`src/rtl/ysyx_25020037_lsu.sv`:
```
// Load/store unit: one op per handshake, one word-aligned memory request, aligned/extended result to writeback.
// Optional build macro YSYX_25020037_LSU_MISALIGN_EN: misaligned half/word accesses complete at once with lsu_exc=1.
module ysyx_25020037_lsu #(
    parameter int PASS_WD = 64
) (
    input  logic               clk,
    input  logic               rst,
    input  logic               exu_valid,
    output logic               lsu_ready,
    input  logic               lsu_ld,
    input  logic               lsu_st,
    input  logic [1:0]         lsu_size,
    input  logic               lsu_unsigned,
    input  logic [31:0]        lsu_addr,
    input  logic [31:0]        lsu_wdata,
    input  logic [PASS_WD-1:0] lsu_pass,
    output logic               mem_req_valid,
    input  logic               mem_req_ready,
    output logic               mem_req_we,
    output logic [31:0]        mem_req_addr,
    output logic [31:0]        mem_req_wdata,
    output logic [3:0]         mem_req_wstrb,
    input  logic               mem_rsp_valid,
    input  logic [31:0]        mem_rsp_rdata,
    input  logic               wbu_ready,
    output logic               lsu_valid,
    output logic [31:0]        lsu_result,
    output logic [PASS_WD-1:0] lsu_pass_out,
    output logic [31:0]        rdata_processed,
    output logic               lsu_exc
);

    typedef enum logic [1:0] {
        IDLE = 2'd0,
        REQ  = 2'd1,
        RSP  = 2'd2
    } state_e;

    state_e             state_q;
    logic               ld_q;
    logic               st_q;
    logic               uns_q;
    logic [1:0]         size_q;
    logic [31:0]        addr_q;
    logic [31:0]        wdata_q;
    logic [PASS_WD-1:0] pass_q;

    logic               valid_q;
    logic               exc_q;
    logic [31:0]        result_q;
    logic [31:0]        rdp_q;
    logic [PASS_WD-1:0] pass_out_q;

    logic               accept;
    logic               mem_op_in;
    logic               misalign_in;
    logic               mem_done;
    logic [31:0]        load_d;

    function automatic logic [31:0] st_align(input logic [31:0] d, input logic [1:0] sz);
        case (sz)
            2'd0:    st_align = {4{d[7:0]}};
            2'd1:    st_align = {2{d[15:0]}};
            default: st_align = d;
        endcase
    endfunction

    function automatic logic [3:0] st_strb(input logic [1:0] off, input logic [1:0] sz);
        case (sz)
            2'd0:    st_strb = 4'b0001 << off;
            2'd1:    st_strb = 4'b0011 << {off[1], 1'b0};
            default: st_strb = 4'b1111;
        endcase
    endfunction

    // Lanes shifted past byte 3 fill with zero before extension.
    function automatic logic [31:0] ld_fmt(input logic [31:0] rdata, input logic [1:0] off,
                                           input logic [1:0] sz, input logic uns);
        logic [31:0] sh;
        sh = rdata >> {off, 3'b000};
        case (sz)
            2'd0:    ld_fmt = uns ? {24'd0, sh[7:0]}  : {{24{sh[7]}}, sh[7:0]};
            2'd1:    ld_fmt = uns ? {16'd0, sh[15:0]} : {{16{sh[15]}}, sh[15:0]};
            default: ld_fmt = sh;
        endcase
    endfunction

`ifdef YSYX_25020037_LSU_MISALIGN_EN
    function automatic logic misaligned(input logic [1:0] sz, input logic [1:0] off);
        case (sz)
            2'd0:    misaligned = 1'b0;
            2'd1:    misaligned = (off == 2'd3);
            default: misaligned = (off != 2'd0);
        endcase
    endfunction

    assign misalign_in = mem_op_in && misaligned(lsu_size, lsu_addr[1:0]);
`else
    assign misalign_in = 1'b0;
`endif

    assign lsu_ready = (state_q == IDLE) && (!valid_q || wbu_ready);
    assign accept    = exu_valid && lsu_ready;
    assign mem_op_in = lsu_ld || lsu_st;

    // A response only counts once the request has been (or is being) accepted.
    assign mem_done = ((state_q == REQ) && mem_req_ready && mem_rsp_valid) ||
                      ((state_q == RSP) && mem_rsp_valid);
    assign load_d   = ld_fmt(mem_rsp_rdata, addr_q[1:0], size_q, uns_q);

    assign mem_req_valid = (state_q == REQ);
    assign mem_req_we    = st_q;
    assign mem_req_addr  = {addr_q[31:2], 2'b00};
    assign mem_req_wdata = st_q ? st_align(wdata_q, size_q) : 32'd0;
    assign mem_req_wstrb = st_q ? st_strb(addr_q[1:0], size_q) : 4'd0;

    assign lsu_valid       = valid_q;
    assign lsu_result      = result_q;
    assign lsu_pass_out    = pass_out_q;
    assign rdata_processed = rdp_q;
    assign lsu_exc         = exc_q;

    always_ff @(posedge clk or posedge rst) begin
        if (rst) begin
            state_q    <= IDLE;
            ld_q       <= 1'b0;
            st_q       <= 1'b0;
            uns_q      <= 1'b0;
            size_q     <= 2'd0;
            addr_q     <= 32'd0;
            wdata_q    <= 32'd0;
            pass_q     <= '0;
            valid_q    <= 1'b0;
            exc_q      <= 1'b0;
            result_q   <= 32'd0;
            rdp_q      <= 32'd0;
            pass_out_q <= '0;
        end else begin
            if (wbu_ready) begin
                valid_q <= 1'b0;
            end

            case (state_q)
                IDLE: begin
                    if (accept) begin
                        ld_q    <= lsu_ld;
                        st_q    <= lsu_st;
                        uns_q   <= lsu_unsigned;
                        size_q  <= lsu_size;
                        addr_q  <= lsu_addr;
                        wdata_q <= lsu_wdata;
                        pass_q  <= lsu_pass;
                        if (!mem_op_in || misalign_in) begin
                            valid_q    <= 1'b1;
                            result_q   <= lsu_addr;
                            pass_out_q <= lsu_pass;
                            exc_q      <= misalign_in;
                        end else begin
                            state_q <= REQ;
                        end
                    end
                end
                REQ: begin
                    if (mem_req_ready) begin
                        state_q <= mem_rsp_valid ? IDLE : RSP;
                    end
                end
                RSP: begin
                    if (mem_rsp_valid) begin
                        state_q <= IDLE;
                    end
                end
                default: state_q <= IDLE;
            endcase

            if (mem_done) begin
                valid_q    <= 1'b1;
                exc_q      <= 1'b0;
                pass_out_q <= pass_q;
                if (ld_q) begin
                    result_q <= load_d;
                    rdp_q    <= load_d;
                end else begin
                    result_q <= addr_q;
                end
            end
        end
    end

endmodule

```
`config.mk`:
```
export PLATFORM = sky130hd
export DESIGN_NAME = ysyx_25020037_lsu
export DESIGN_NICKNAME = d
export VERILOG_FILES = /design/src/rtl/ysyx_25020037_lsu.sv
export SDC_FILE = /design/constraint.sdc
export NUM_CORES = 1
export LEC_CHECK = 0
export ABC_AREA = 1
export CAP_MARGIN = 40
export CORE_MARGIN = 1.5
export CORE_UTILIZATION = 35
export CTS_BUF_LIST = sky130_fd_sc_hd__clkbuf_16
export CTS_CLUSTER_DIAMETER = 100
export DETAILED_ROUTE_END_ITERATION = 8
export GPL_ROUTABILITY_DRIVEN = 0
export SLEW_MARGIN = 20
export SYNTH_ARGS = -nofsm -noshare
export SYNTH_HDL_FRONTEND = slang
export SYNTH_SLANG_ARGS = --single-unit
```
`constraint.sdc`:
```
create_clock -name clk -period 11.8 [get_ports clk]
set_input_delay 3.54 -clock clk [delete_from_list [all_inputs] [get_ports clk]]
set_output_delay 3.54 -clock clk [all_outputs]
set_load 0.03 [all_outputs]
```
* Word level (Yosys, flattened, before mapping)
Index checks and enable logic that the tools add are counted.
** Operators by class
- Equal/unequal tests :: 8
- Shift-type cells :: 3
- Mux-type cells :: 31
- Reductions and logical operators :: 17
** Operator list (number)
- 32-bit 2-to-1 mux :: 8
- 64-bit 2-to-1 mux :: 4
- 32-bit case mux with 2 select lines :: 2
- 32-bit by 5-bit right shift with 32-bit output :: 1
- 2-bit 2-to-1 mux :: 5
- 1-bit 2-to-1 mux :: 9
- 4-bit case mux with 2 select lines :: 1
- 2-bit != test, second input constant :: 3
- 2-bit case mux with 3 select lines :: 1
- 1-bit logical AND :: 5
- 2-bit by 1-bit equality test with 1-bit output, second input constant :: 2
- 2-bit logical NOT :: 2
- 4-bit 2-to-1 mux :: 1
- 2-bit by 1-bit != test with 1-bit output, second input constant :: 2
- 2-bit AND reduction :: 2
- 4-bit AND reduction :: 1
- 2-bit nonzero test :: 2
- 1-bit by 2-bit left shift with 4-bit output, first input constant :: 1
- 2-bit by 2-bit left shift with 4-bit output, first input constant :: 1
- 1-bit logical OR :: 3
- 3-bit AND reduction :: 1
- 2-bit equality test, second input constant :: 1
- 1-bit logical NOT :: 1
** Word-level totals
- Bits in registers :: 265
- Bits of input ports :: 171
- Output and inout port bits :: 201
- Logic and storage cells :: 72

* Logic depth before layout (Yosys ltp)
- Word-level depth :: 7
- Depth in mapped cells :: 11
- Mapped depth without buffers :: 9

* Least setup slack after synthesis
No wires, ideal clock.
- Kind :: input to output
- Start point :: input port wbu_ready
- End point :: output port lsu_ready
- Data arrival time :: 3.935 ns
- Required time :: 8.260 ns
- Setup slack :: 4.325 ns
- Cell stages on the path :: 2
- Path buffers :: 0
- Path through :: inv_1 a21oi_2
** On the way
- Cells in the longest elaborated chain, start to end :: 2
** Ends and longest elaborated chain
- start, declared :: line 25 : input logic wbu_ready,
- 1-bit logical OR :: line 102 : assign lsu_ready = (state_q == IDLE) && (!valid_q || wbu_ready);
- 1-bit logical AND :: line 102
- end, declared :: line 9 : output logic lsu_ready,
Every way passes these cells.

* Worst setup path in the final report
Ends and elaborated chain as after synthesis.

==> impl_metrics.py <==
metrics = {
    "worst_setup_path": {
        "cpMostUsedCell": "clkdlybuf4s50_1",
        "required_ns": 8.26,
        "critPathMaxStageDelay_ns": 0.72,
        "critical_path_class": "in2out",
        "critical_path_buf_inv_count": 3,
        "end_kind": "output pin",
        "cp-start-kind": "input port",
        "cp_slowest_cell": "clkdlybuf4s50_1",
        "crit_fanout": 2,
        "cp.arrival_ns": 5.05,
        "cp_top_family": "buffers and inverters",
        "crit_chain": "clkdlybuf4s50_1 > inv_1 > a21oi_2 > clkdlybuf4s50_1",
    },
    "route": {
        "firstDrtPassIters": 8,
        "drt-total-wl_um": 39400,
        "wl_per_cell_um": 17.0,
        "dr.first_iter.drc_count": 679,
        "vias": 11300,
        "drcViolationCount": 0,
        "ant_nets": 0,
        "vias_per_cell": 4.87,
    },
    "power_and_ir_drop": {
        "swShare": 0.449,
        "power_frac_clock": 0.164,
        "p_leak_nw": 8.23,
        "power_density_nw_per_um2": 304,
        "power_mw": 5.24,
        "netSwitchingPower_mw": 2.35,
        "peakVddDrop_mv": 0.175,
        "combPwrFrac": 0.531,
        "seqPwrFrac": 0.305,
        "power.internal_mw": 2.89,
    },
    "timing": {
        "period_needed_ns": 8.59,
        "fin_crit_sh": 0.728,
        "tightest_slew_ns": 1.00,
        "relSlewSlack": 0.331,
        "hold_viol_final": 0,
        "rsz0062_at_grt": "no",
        "timing.fmax_ghz": 0.116,
        "fin_skew_ns": 0.00798,
        "slew_viol_final": 0,
        "fin_tns_setup_ns": 0,
        "setup_viol": 0,
    },
    "final_layout": {
        "area_growth_pct": 36.2,
        "drive_gt1_frac": 0.0457,
        "fillers": 3465,
        "nets": 2010,
        "final_common_cell": "nand2_1",
        "multi_input_comb_area_um2": 4790,
        "seq_area_um2": 6610,
        "final_cell_mix": "nand2_1 (369), clkdlybuf4s50_1 (368), dfrtp_1 (264), nor2_1 (229), inv_1 (133)",
    },
    "placement": {
        "io_buffers": 368,
        "dp_hpwl_um": 26800,
    },
    "yosys": {
        "ys_types": 31,
        "synthesis.area_per_instance_um2": 8.13,
        "synth_cells": 1557,
        "synth_seq_area_share": 0.522,
        "yosys_warnings": 0,
        "syn-cell-area_um2": 12700,
        "ys_ff_latch": 264,
    },
    "die": {
        "rows": 69,
        "initial_core_util": 0.356,
        "die_h_um": 193,
        "ios": 372,
        "fp.coreArea_um2": 35600,
        "die_w_um": 193,
        "die_area_um2": 37300,
    },
    "grt": {
        "track_usage": 0.208,
        "grt_pass1_vias": 11100,
        "grt_pass1_wl_um": 63300,
        "antenna_found_initial": 3,
        "grt_overflow": 0,
        "grt_max_degree": 173,
    },
    "clock_tree": {
        "cts_resized": 0,
        "cts_root_buf": "clkbuf_16",
        "numCtsBuffers": 31,
        "ctsHoldBuffers": 0,
        "cts_tree": "built",
        "cts.sinks": 264,
        "cts.clk_slew.worst_paths_ns": 0.06,
        "clk_path_buf_depth": 3,
        "htreeDepth": 1,
        "cts_setup_buffers": 0,
        "clk_latency_ns": 0.55,
    },
    "run_status": {
        "outcome": "finished, final reports clean",
    },
    "min_path": {
        "hold_path_class": "reg2reg",
    },
    "run": {
        "cap_viol_max_count": 0,
    },
}
## stage by stage
step / hold slack [ns] / cell area (um2) / utilization / cells / worst slack, ns
2_1_floorplan: 0.454 / 12700 / - / 1559 / 0.991
3_3_place_gp: 0.470 / 16200 / 0.456 / 2262 / 3.18
3_5_place_dp: 0.475 / 16300 / 0.459 / 2266 / 3.20
4_1_cts: 0.490 / 17200 / 0.484 / 2319 / 3.20
5_1_grt: 0.508 / 17200 / 0.485 / 2322 / 3.16
6_report: 0.488 / 17200 / 0.485 / 2322 / 3.21
## worst reg2reg max path: cells and delay by family, from the launching register on
kind	cells	cell delay [ns]
and+or+nand+nor	6	1.17
AOI/OAI and AO/OA	1	0.08
buffers and inverters	3	1.00
DFF	1	0.40
## flip-flops by register name, indices dropped and copies added (netlist names)
signal and flops:
uns_q 1, wdata_q 32, addr_q 32, rdata_processed 32
lsu_result 32, ld_q 1, state_q 2, lsu_valid 1
size_q 2, mem_req_we 1, pass_q 64, lsu_pass_out 64
## power groups by stage
stage	Combinational, mW	Sequential, mW	Clock (mW)
floorplan	1.45	1.94	0
global placement	2.75	1.60	0
detailed placement	2.79	1.61	0
CTS	2.80	1.60	0.888
global route	3.02	1.65	0.918
finish	2.78	1.60	0.861
## path summary, 6_finish.rpt
| kind | startpoint | end | slack, ns | cells after the start |
|---|---|---|---|---|
| min in group asynchronous | rst | addr_q[26]$_DFFE_PP0P_ | 3.53 | 2 |
| max in group asynchronous | rst | rdata_processed[4]$_DFFE_PP0P_ | 6.85 | 3 |
| hold reg to reg | pass_q[63]$_DFFE_PP0P_ | pass_q[63]$_DFFE_PP0P_ | 0.49 | 2 |
| setup / recovery | wbu_ready | lsu_ready | 3.21 | 4 |
| setup reg to reg | state_q[0]$_DFFE_PP0P_ | lsu_result[11]$_DFFE_PP0P_ | 9.03 | 10 |
| hold / removal | pass_q[63]$_DFFE_PP0P_ | pass_q[63]$_DFFE_PP0P_ | 0.49 | 2 |
## per-layer routing
layer / share of wire / GRT usage
met5: 0.00030 / 0
met4: 0.034 / 0.0698
met3: 0.055 / 0.0359
met2: 0.47 / 0.338
met1: 0.44 / 0.281
## synthesized netlist by cell type
cell        n  area [um2]
nand2_1   370        1390
dfrtp_1   264        6610
nor2_1    229         860
a21oi_1   132         661
inv_1     127         477
nand3_1   109         546
o211ai_1   64         480
o21ai_0    62         310
buf_2      57         285
buf_4      41         308
clkbuf_1   24        90.1
mux2_2     17         191
buf_6      10         113
o21ai_1    10        50.1
mux2_1      9         101
o22ai_1     8        50.1
nand2_2     4        25.0
nor2_2      4        25.0
inv_2       3        11.3
buf_1       2        7.51
a211oi_1    1        7.51
a21oi_2     1        8.76
clkbuf_2    1        5.00
clkinv_1    1        3.75
conb_1      1        3.75
nand2_4     1        11.3
nand3_2     1        10.0
nand4_1     1        6.26
nor2_4      1        11.3
nor3_1      1        5.00
or2_1       1        6.26
## cell families (layout without fill, tap and decap cells)
family	after synthesis	after routing	share of synthesized area
other cells	1	5	0.000296
mux	26	26	0.0231
compound gates	278	278	0.124
buf+inv	266	566	0.103
simple gates	722	722	0.229
flops	264	264	0.522
## cell type report
cell class                      count  share of cell area
Clock inverter                     22             0.00667
Sequential cell                   264               0.383
Tap cell                          461              0.0334
Clock buffer                       31              0.0450
Multi-Input combinational cell   1029               0.278
Antenna cell                        2            0.000290
Inverter                          131              0.0291
Timing Repair Buffer              382               0.225
No activity file was read; power rests on OpenSTA's default activity.
